## src/rtl/panda_risc_v_tcm_port_arbiter.sv

```systemverilog
// ============================================================================
// panda_risc_v_tcm_port_arbiter
//
// Shares a single TCM/BRAM port between two core-side requesters:
//   M0 : instruction fetch, read-only
//   M1 : load/store, read/write with byte enables
//
// The memory returns read data one cycle after mem_en. Each requester has a
// one-entry response buffer. If a response is not accepted in the cycle it
// appears, it is parked in the buffer, so read data is never lost.
// Arbitration is round-robin between the two requesters.
//
// Optional feature (compile-time macro):
//   TCM_ARB_M1_FIXED_PRIO_EN - when defined, M1 always wins contention and
//                              last_grant is ignored for arbitration.
//                              M0 may starve.
//
// Ports:
//   aclk, areset                 clock, asynchronous active-high reset
//   m0_req_valid/ready/addr      M0 read request channel
//   m0_resp_valid/ready/rdata    M0 response channel
//   m1_req_valid/ready/addr      M1 request channel
//   m1_req_wen/wdata             M1 byte write enables (0 = read) and data
//   m1_resp_valid/ready/rdata    M1 response channel (rdata unused for writes)
//   mem_en/wen/addr/din          memory port command (combinational)
//   mem_dout                     memory read data, valid the cycle after mem_en
// ============================================================================
module panda_risc_v_tcm_port_arbiter #(
  parameter int ADDR_WIDTH = 30,
  parameter int DATA_WIDTH = 32,
  parameter int SIM_DELAY  = 1
) (
  input  logic                    aclk,
  input  logic                    areset,

  input  logic                    m0_req_valid,
  output logic                    m0_req_ready,
  input  logic [ADDR_WIDTH-1:0]   m0_req_addr,
  output logic                    m0_resp_valid,
  input  logic                    m0_resp_ready,
  output logic [DATA_WIDTH-1:0]   m0_resp_rdata,

  input  logic                    m1_req_valid,
  output logic                    m1_req_ready,
  input  logic [ADDR_WIDTH-1:0]   m1_req_addr,
  input  logic [DATA_WIDTH/8-1:0] m1_req_wen,
  input  logic [DATA_WIDTH-1:0]   m1_req_wdata,
  output logic                    m1_resp_valid,
  input  logic                    m1_resp_ready,
  output logic [DATA_WIDTH-1:0]   m1_resp_rdata,

  output logic                    mem_en,
  output logic [DATA_WIDTH/8-1:0] mem_wen,
  output logic [ADDR_WIDTH-1:0]   mem_addr,
  output logic [DATA_WIDTH-1:0]   mem_din,
  input  logic [DATA_WIDTH-1:0]   mem_dout
);

  localparam int BE_WIDTH = DATA_WIDTH / 8;

  // SIM_DELAY is kept for interface compatibility with the rest of the
  // codebase. The register updates here use no delay, so the only reference
  // to it is this empty sanity block.
  if (SIM_DELAY < 0) begin : g_sim_delay_negative
  end

  // --------------------------------------------------------------------------
  // Per-requester state
  // --------------------------------------------------------------------------
  logic                  inflight_0, inflight_1;   // access issued last cycle
  logic                  buf_valid_0, buf_valid_1; // parked response present
  logic [DATA_WIDTH-1:0] buf_data_0, buf_data_1;
  logic                  last_grant;               // 0 = M0 granted last

  logic elig_0, elig_1;
  logic issuable_0, issuable_1;
  logic m1_wins_tie;
  logic grant_0, grant_1;

  // A requester may issue only if it has no unconsumed response left over
  // after this cycle. An inflight response that is consumed this cycle frees
  // the slot, which allows back-to-back issue.
  assign elig_0 = ~buf_valid_0 & ~(inflight_0 & ~m0_resp_ready);
  assign elig_1 = ~buf_valid_1 & ~(inflight_1 & ~m1_resp_ready);

  assign issuable_0 = m0_req_valid & elig_0;
  assign issuable_1 = m1_req_valid & elig_1;

`ifdef TCM_ARB_M1_FIXED_PRIO_EN
  assign m1_wins_tie = 1'b1;
`else
  // Round-robin: M1 wins a tie when M0 was served last.
  assign m1_wins_tie = ~last_grant;
`endif

  // Each ready looks only at the *other* requester's valid, so a ready never
  // depends on its own req_valid. The two readys are mutually exclusive
  // whenever both sides are issuable.
  assign m0_req_ready = ~areset & elig_0 & ~(issuable_1 &  m1_wins_tie);
  assign m1_req_ready = ~areset & elig_1 & ~(issuable_0 & ~m1_wins_tie);

  assign grant_0 = m0_req_valid & m0_req_ready;
  assign grant_1 = m1_req_valid & m1_req_ready;

  // --------------------------------------------------------------------------
  // Memory command: combinational from the current-cycle grant
  // --------------------------------------------------------------------------
  always_comb begin
    // NOTE: every output of a combinational block gets a default first, so no
    // path leaves it unassigned and no latch is inferred.
    mem_en   = grant_0 | grant_1;
    mem_addr = m0_req_addr;
    mem_wen  = '0;
    mem_din  = m1_req_wdata;   // M0 never writes, so M1's data is always safe
    if (grant_1) begin
      mem_addr = m1_req_addr;
      mem_wen  = m1_req_wen;
    end
  end

  // --------------------------------------------------------------------------
  // Responses: the buffer takes precedence, otherwise bypass mem_dout
  // --------------------------------------------------------------------------
  assign m0_resp_valid = buf_valid_0 | inflight_0;
  assign m1_resp_valid = buf_valid_1 | inflight_1;
  assign m0_resp_rdata = buf_valid_0 ? buf_data_0 : mem_dout;
  assign m1_resp_rdata = buf_valid_1 ? buf_data_1 : mem_dout;

  // --------------------------------------------------------------------------
  // Control state
  // --------------------------------------------------------------------------
  // NOTE: sequential state uses non-blocking assignments only, so every
  // register samples the pre-edge values regardless of statement order.
  always_ff @(posedge aclk or posedge areset) begin
    if (areset) begin
      inflight_0 <= 1'b0;
      inflight_1 <= 1'b0;
      last_grant <= 1'b1;      // M0 wins the first contention after reset
    end else begin
      inflight_0 <= grant_0;
      inflight_1 <= grant_1;
      if (grant_0) last_grant <= 1'b0;
      if (grant_1) last_grant <= 1'b1;
    end
  end

  // Buffer flags: capture an inflight response that was not accepted, and
  // drain a parked one once it is accepted. Eligibility rules out a capture
  // and a drain in the same cycle.
  always_ff @(posedge aclk or posedge areset) begin
    if (areset) begin
      buf_valid_0 <= 1'b0;
      buf_valid_1 <= 1'b0;
    end else begin
      if (inflight_0 & ~buf_valid_0 & ~m0_resp_ready) buf_valid_0 <= 1'b1;
      else if (buf_valid_0 & m0_resp_ready)           buf_valid_0 <= 1'b0;

      if (inflight_1 & ~buf_valid_1 & ~m1_resp_ready) buf_valid_1 <= 1'b1;
      else if (buf_valid_1 & m1_resp_ready)           buf_valid_1 <= 1'b0;
    end
  end

  // NOTE: the data buffers are not reset. They are only read while their
  // valid flag is set, and leaving them out of reset keeps them plain
  // enable flops.
  always_ff @(posedge aclk) begin
    if (inflight_0 & ~buf_valid_0 & ~m0_resp_ready) buf_data_0 <= mem_dout;
    if (inflight_1 & ~buf_valid_1 & ~m1_resp_ready) buf_data_1 <= mem_dout;
  end

  // BE_WIDTH documents the byte-enable width relation used by the ports.
  if (BE_WIDTH * 8 != DATA_WIDTH) begin : g_data_width_not_byte_multiple
  end

endmodule
```

## config.mk

```make
export PLATFORM = sky130hd
export DESIGN_NAME = panda_risc_v_tcm_port_arbiter
export DESIGN_NICKNAME = d
export VERILOG_FILES = /design/src/rtl/panda_risc_v_tcm_port_arbiter.sv
export SDC_FILE = /design/constraint.sdc
export NUM_CORES = 1
export LEC_CHECK = 0
export CORE_UTILIZATION = 30
export CTS_CLUSTER_SIZE = 25
export DETAILED_ROUTE_END_ITERATION = 7
export PLACE_DENSITY = 0.71
export RECOVER_POWER = 50
export SETUP_SLACK_MARGIN = 0.1
export SLEW_MARGIN = 5
export SYNTH_ARGS = -nofsm -noshare
export SYNTH_HDL_FRONTEND = slang
export SYNTH_SLANG_ARGS = --single-unit
```

## constraint.sdc

```tcl
create_clock -name aclk -period 4.7 [get_ports aclk]
set_input_delay 0.94 -clock aclk [delete_from_list [all_inputs] [get_ports aclk]]
set_output_delay 0.94 -clock aclk [all_outputs]
set_load 0.005 [all_outputs]
```

==> metrics.md, run 1 <==
| Metric | Value |
|---|---|
| PnR Total Power | 1.914 mW |
| FF+latch area | 2051 um^2 |
| Critical path endpoint category | output port |
| CTS root buf | clkbuf_16 |
| Post-synth top flop | edfxtp_1 |
| RR Startpoint | buf_valid_1 |
| TNS Setup | 0 ps |
| Outcome | complete, but fails checks |
| Crit share post-route | 0.8836 |
| Die area | 12780 um^2 |
| Slowest stage cell on the critical path | a211o_4 |
| Vias | 2526 |
| Synth area leaders | edfxtp_1 (52%), mux2_2 (20%), mux2_4 (12%) |
| Crit path capture | mem_addr[14] |
| Synth warn | 0 |
| Setup violators final | 0 |
| Mapped Nets | 368 |
| Synth top cells by count | mux2_2 (65), edfxtp_1 (64), buf_4 (33) |
| Avg Synthesized Cell Area | 15.81 um^2 |
| Initial DRC Count | 81 |
| Post-Synthesis Cell Area | 3699 um^2 |
| Reg2reg setup slack | 1240 ps |
| Synth cell types | 22 |
| Finished Cell Area | 5956 um^2 |
| # H-tree levels | 3 |
| Die Span X | 113.0 um |
| Critical path depth | 6 |
| Pre-CTS setup slack | 565.8 ps |
| Core ar. | 12010 um^2 |
| Yosys reg bits | 69 |
| Final hold violation count | 0 |
| Critical Path RT | 3760 ps |
| Nets@finish | 541 |
| Final worst setup slack | 547.1 ps |
| Postcts setup bufs | 0 |
| GRT overflow | 0 |
| Lkg Pwr | 2.195 nW |
| Startpoint Class | input pin |
| Count leader, synth | mux2_2 |
| Tot GR Track Use | 0.1465 |
| Power Dens Cells | 321.4 nW/um^2 |
| CTS Buf Count | 9 |
| Max Fanout on Critical Path | 31 |
| First-pass GRT wire length | 14190 um |
| Max cap viols | 2 |
| Critical-path cell list | dlygate4sd3_1, nand2b_1, nand3b_1, a211o_4, mux2_4, clkdlybuf4s50_1 |
| Critical path class | in -> out |
| Initial core utilization | 0.3079 |
| Filler instances | 1050 |
| Largest net degree at the start of global routing | 37 |
| Layout Utilization | 0.4958 |
| Max stage delay on crit path | 560 ps |
| Slew headroom | -0.9630 |
| Drt drc | 0 |
| ANT nets after route | 0 |
| Clock Tree Buf Depth | 2 |
| Yosys top cell by area | edfxtp_1 |
| GP Congestion | 0.7188 |
| Cells after synthesis | 234 |
| Clk_lat worst skew | 330 ps |
| DR WL/cell | 16.62 um |
| Worst-path clk slew | 60 ps |
| Async set or reset register ratio after synthesis | 0.07246 |
| Vias in the first global route | 2738 |
| Worst hold start | last_grant |
| Sequential-to-total area share from yosys stat | 0.5538 |
| Min-delay worst type | reg -> reg |
| DPL Wire Length | 6749 um |
| Drt via density | 4.519 |
| Drt pass-1 iters | 2 |
| Layout cells sized above 1 | 0.2864 |
| Worst Setup SP | m1_resp_ready |
| Clk sink count | 69 |
| Area growth from synthesis to layout | 61.03% |
| Slew Viols, Final | 69 |
| Footprint of the multi-input gates | 1335 um^2 |
| Worst-case clock skew | 10.09 ps |
| Max Clk Rate | 240.8 MHz |
| Die height | 113.0 um |
| RSZ-0062 raised after global routing | no |
| Initial antenna violation count | 0 |
| Hold-fix buffers, CTS | 0 |
| CP delay by family, top | buffers and inverters |
| Top-area cell type share of the netlist area | 0.5196 |
| Fin crit period | 4153 ps |
| Worst reg2reg path depth | 1 |
| WP buf/inv | 2 |
| Reg2reg end | buf_data_1[13] |
| TritonCTS clock tree | built |
| Worst-Margin Slew | 2934 ps |
| Worst Path Arrival | 3210 ps |
| Placement Cell Area | 5634 um^2 |
| Failing checks | max-capacitance violations, max-slew violations |
| Post-synth EDFFs | 64 |
| CTS-repair resized insts | 0 |
| Hold Slack | 540.5 ps |
| Post-Route WL | 9289 um |
| I/O Pins | 269 |
| Port bufs | 204 |
| Non-Filler Instances | 559 |
| Max VDD drop | 0.1752 mV |
| # diodes | 0 |
| Cells after DPL | 543 |
| Rows | 40 |
[cells in the final DEF (no fill, tap or decap)]
cell type	instances
clkbuf_1	1
dfstp_2	1
o31ai_1	1
mux2_4	29
and2_1	4
inv_6	2
dlygate4sd3_1	34
nand2b_1	2
bufinv_16	2
edfxtp_1	64
inv_1	2
nor3b_1	1
clkbuf_8	1
dfrtp_1	2
and2_4	1
dfrtp_2	2
clkinv_4	1
mux2_2	65
a21oi_1	2
nand3b_1	1
clkdlybuf4s50_1	170
a211o_4	1
clkinvlp_4	1
or2_2	2
nor2_4	1
nor2b_1	3
o21ai_0	2
nor2_1	3
clkbuf_16	9
nand2_1	2
[worst min path at each step]
stage	cells after the start	end	slack (ps)
after detailed placement	2	last_grant	530
final	2	last_grant	540
after floorplan	2	last_grant	500
after global placement	2	last_grant	510
after global routing	2	last_grant	560
after CTS	2	last_grant	540
[registers in the layout, indices dropped and copies added (netlist names)]
name / flops
buf_data_0: 32
buf_data_1: 32
buf_valid_0: 1
buf_valid_1: 1
inflight_0: 1
inflight_1: 1
last_grant: 1
[layout make-up]
| type | count | share of cell area |
|---|---|---|
| Clock buffer | 10 | 0.04013 |
| Multi-Input combinational cell | 120 | 0.2242 |
| Timing Repair Buffer | 205 | 0.3435 |
| Inverter | 2 | 0.001261 |
| Tap cell | 147 | 0.03088 |
| Sequential cell | 69 | 0.3443 |
| Clock inverter | 6 | 0.01576 |
[where the power goes]
part	internal [mW]	switching, mW
clock	0.483	0.260
combinational	0.308	0.139
sequential	0.705	0.0199
[cell families (layout without fill, tap and decap cells)]
logic type / count (synthesis) / count (layout) / synth area share
AOI/OAI and AO/OA: 6 / 6 / 0.01218
buffers and inverters: 45 / 223 / 0.08728
and+or+nand+nor: 20 / 20 / 0.03112
muxes: 94 / 94 / 0.3156
DFF: 69 / 69 / 0.5538
[routing by layer]
metal | global-route usage | up-vias | share of wire
met5 | 0 | - | 0
li1 | - | 1192 | -
met3 | 0.04928 | 14 | 0.071
met2 | 0.2458 | 122 | 0.51
met1 | 0.1705 | 1198 | 0.40
met4 | 0.06404 | 0 | 0.015
Power figures use the tool's default switching activity.
==> run 2, diff against run 1 <==
SLEW_MARGIN = default   (was 5)
==> results of run 2 <==
Same layout as run 1: the final DEF is identical, and so are final timing and power.
==> RTL edit, RTL diff (flow settings as in run 2) <==
Reset style: synchronous (`areset`), changed in 2 clocked blocks. Comments in the files are not updated.
--- a/src/rtl/panda_risc_v_tcm_port_arbiter.sv
+++ b/src/rtl/panda_risc_v_tcm_port_arbiter.sv
@@ -133,3 +133,3 @@
   // register samples the pre-edge values regardless of statement order.
-  always_ff @(posedge aclk or posedge areset) begin
+  always_ff @(posedge aclk) begin
     if (areset) begin
@@ -149,3 +149,3 @@
   // and a drain in the same cycle.
-  always_ff @(posedge aclk or posedge areset) begin
+  always_ff @(posedge aclk) begin
     if (areset) begin
Check against the original RTL: differs if areset is asserted again (counterexample within 4 cycles, from zero or initial values and one cycle with areset high); with areset held inactive, the same outputs for 10 cycles.
==> RTL edit against run 2 <==
The flow still finishes with violations (capacitance limit, slew limit); worst setup slack got worse by 220 ps; cell area decreased by 0.17%; synthesized area increased by 0.54%; routed wire length increased by 18%; first-iteration DRC count decreased by 8.6%; core utilization decreased by 0.29 points; sequential cell count unchanged; global-route usage increased by 1.7 points; total power decreased by 6.6%; clock power decreased by 1%; final cell count increased by 3.6%; maximum frequency decreased by 4.9%.
==> RTL edit: results (changes against run 2) <==
stage,metric,value,unit,change
synthesis,ys_async_sr_fraction,0,,-0.0725
power,pwr-share-seq,0.395,,+0.017
synthesis,yosysSeqAreaShare,0.544,,-0.0100
synthesis,synth_common_cells,"mux2_2, edfxtp_1, buf_4",,
power,p_leak,2.18,nW,-0.87%
synthesis,synthDistinctLibCells,25,,+14%
placement,place_area,0.00565,mm2,+0.29%
global_routing,track_usage,0.164,,+0.0172
synthesis,synth.mux.area_fraction,0.314,,-0.00170
synthesis,synth_area_leaders,"edfxtp_1, mux2_2, mux2_4",,
final_layout,nFillCells,1046,,-0.38%
final_layout,drive_above_1_share,0.290,,+0.00313
timing,fin_worst_skew,3.46,ps,-6.63 ps
placement,gp_congestion,0.813,,+13%
flow_run,drv_cap,2,,unchanged
placement,dp.cells,563,,+3.7%
clock_tree,cts_resized,0,,unchanged
power,p_sw,386,uW,-7.8%
global_routing,grt_pass1_vias,2724,,-0.51%
final_layout,final_nets,540,,-0.18%
critical_path,cp_max_fo,31,,unchanged
synthesis,synth_compound_area_frac,0.00538,,-0.00680
drt,drt_iter0_drc,74,,-8.6%
drt,vias_per_cell,4.52,,about the same
global_routing,grt_first_pass_wirelength,15700,um,+10%
final_layout,stdcell_count,579,,+3.6%
timing,slew_viol_final,66,,-4.3%
power,peakVddDrop,0.144,mV,-18%
drt,drt_pre_antenna_iters,4,,+2
outcome,status,finished with violations,,
drt,wl,10900,um,+18%
outcome,violations,"capacitance limit, slew limit",,
global_routing,grt_max_degree,38,,+2.7%
## RTL edit: changes by cell type in the layout (fill, tap and decap cells not counted), moves of 2 or more
cell / run 2 / this run
dfxtp_1: 0 / 3
dfrtp_1: 2 / 0
dfrtp_2: 2 / 0
dfxtp_2: 0 / 2
nor2_1: 3 / 5
o21ai_0: 2 / 0
o21bai_1: 0 / 2
## RTL edit: final timing paths
check,startpoint,end,slack (ps)
max,m0_resp_ready,mem_addr[11],330
min,last_grant$_SDFFE_PP1P_,last_grant$_SDFFE_PP1P_,540
max reg2reg,buf_valid_1$_SDFFE_PP0P_,buf_data_1[23]$_DFFE_PP_,1420
min reg2reg,last_grant$_SDFFE_PP1P_,last_grant$_SDFFE_PP1P_,540
## RTL edit: critical path, cell delays in order
cell             delay [ps]
clkdlybuf4s50_1         430
nor2b_1                 280
nor4bb_2                110
or3_2                   490
buf_4                   310
mux2_4                  370
clkdlybuf4s50_1         490
## RTL edit: area by class of cell
class / count / area, um2 / share of cell area
Clock buffer: 9 / 225 / 0.0379
Clock inverter: 7 / 98.8 / 0.0166
Inverter: 1 / 3.75 / 0.000631
Multi-Input combinational cell: 120 / 1330 / 0.224
Sequential cell: 69 / 2020 / 0.340
Tap cell: 168 / 210 / 0.0354
Timing Repair Buffer: 205 / 2050 / 0.345
## RTL edit: routing by layer
| metal | part of all wire | track usage | up-vias |
|---|---|---|---|
| li1 | - | - | 1187 |
| met1 | 0.41 | 0.193 | 1256 |
| met2 | 0.47 | 0.269 | 167 |
| met3 | 0.12 | 0.0798 | 8 |
| met4 | 0.0062 | 0.0377 | 0 |
| met5 | 0 | 0 | - |
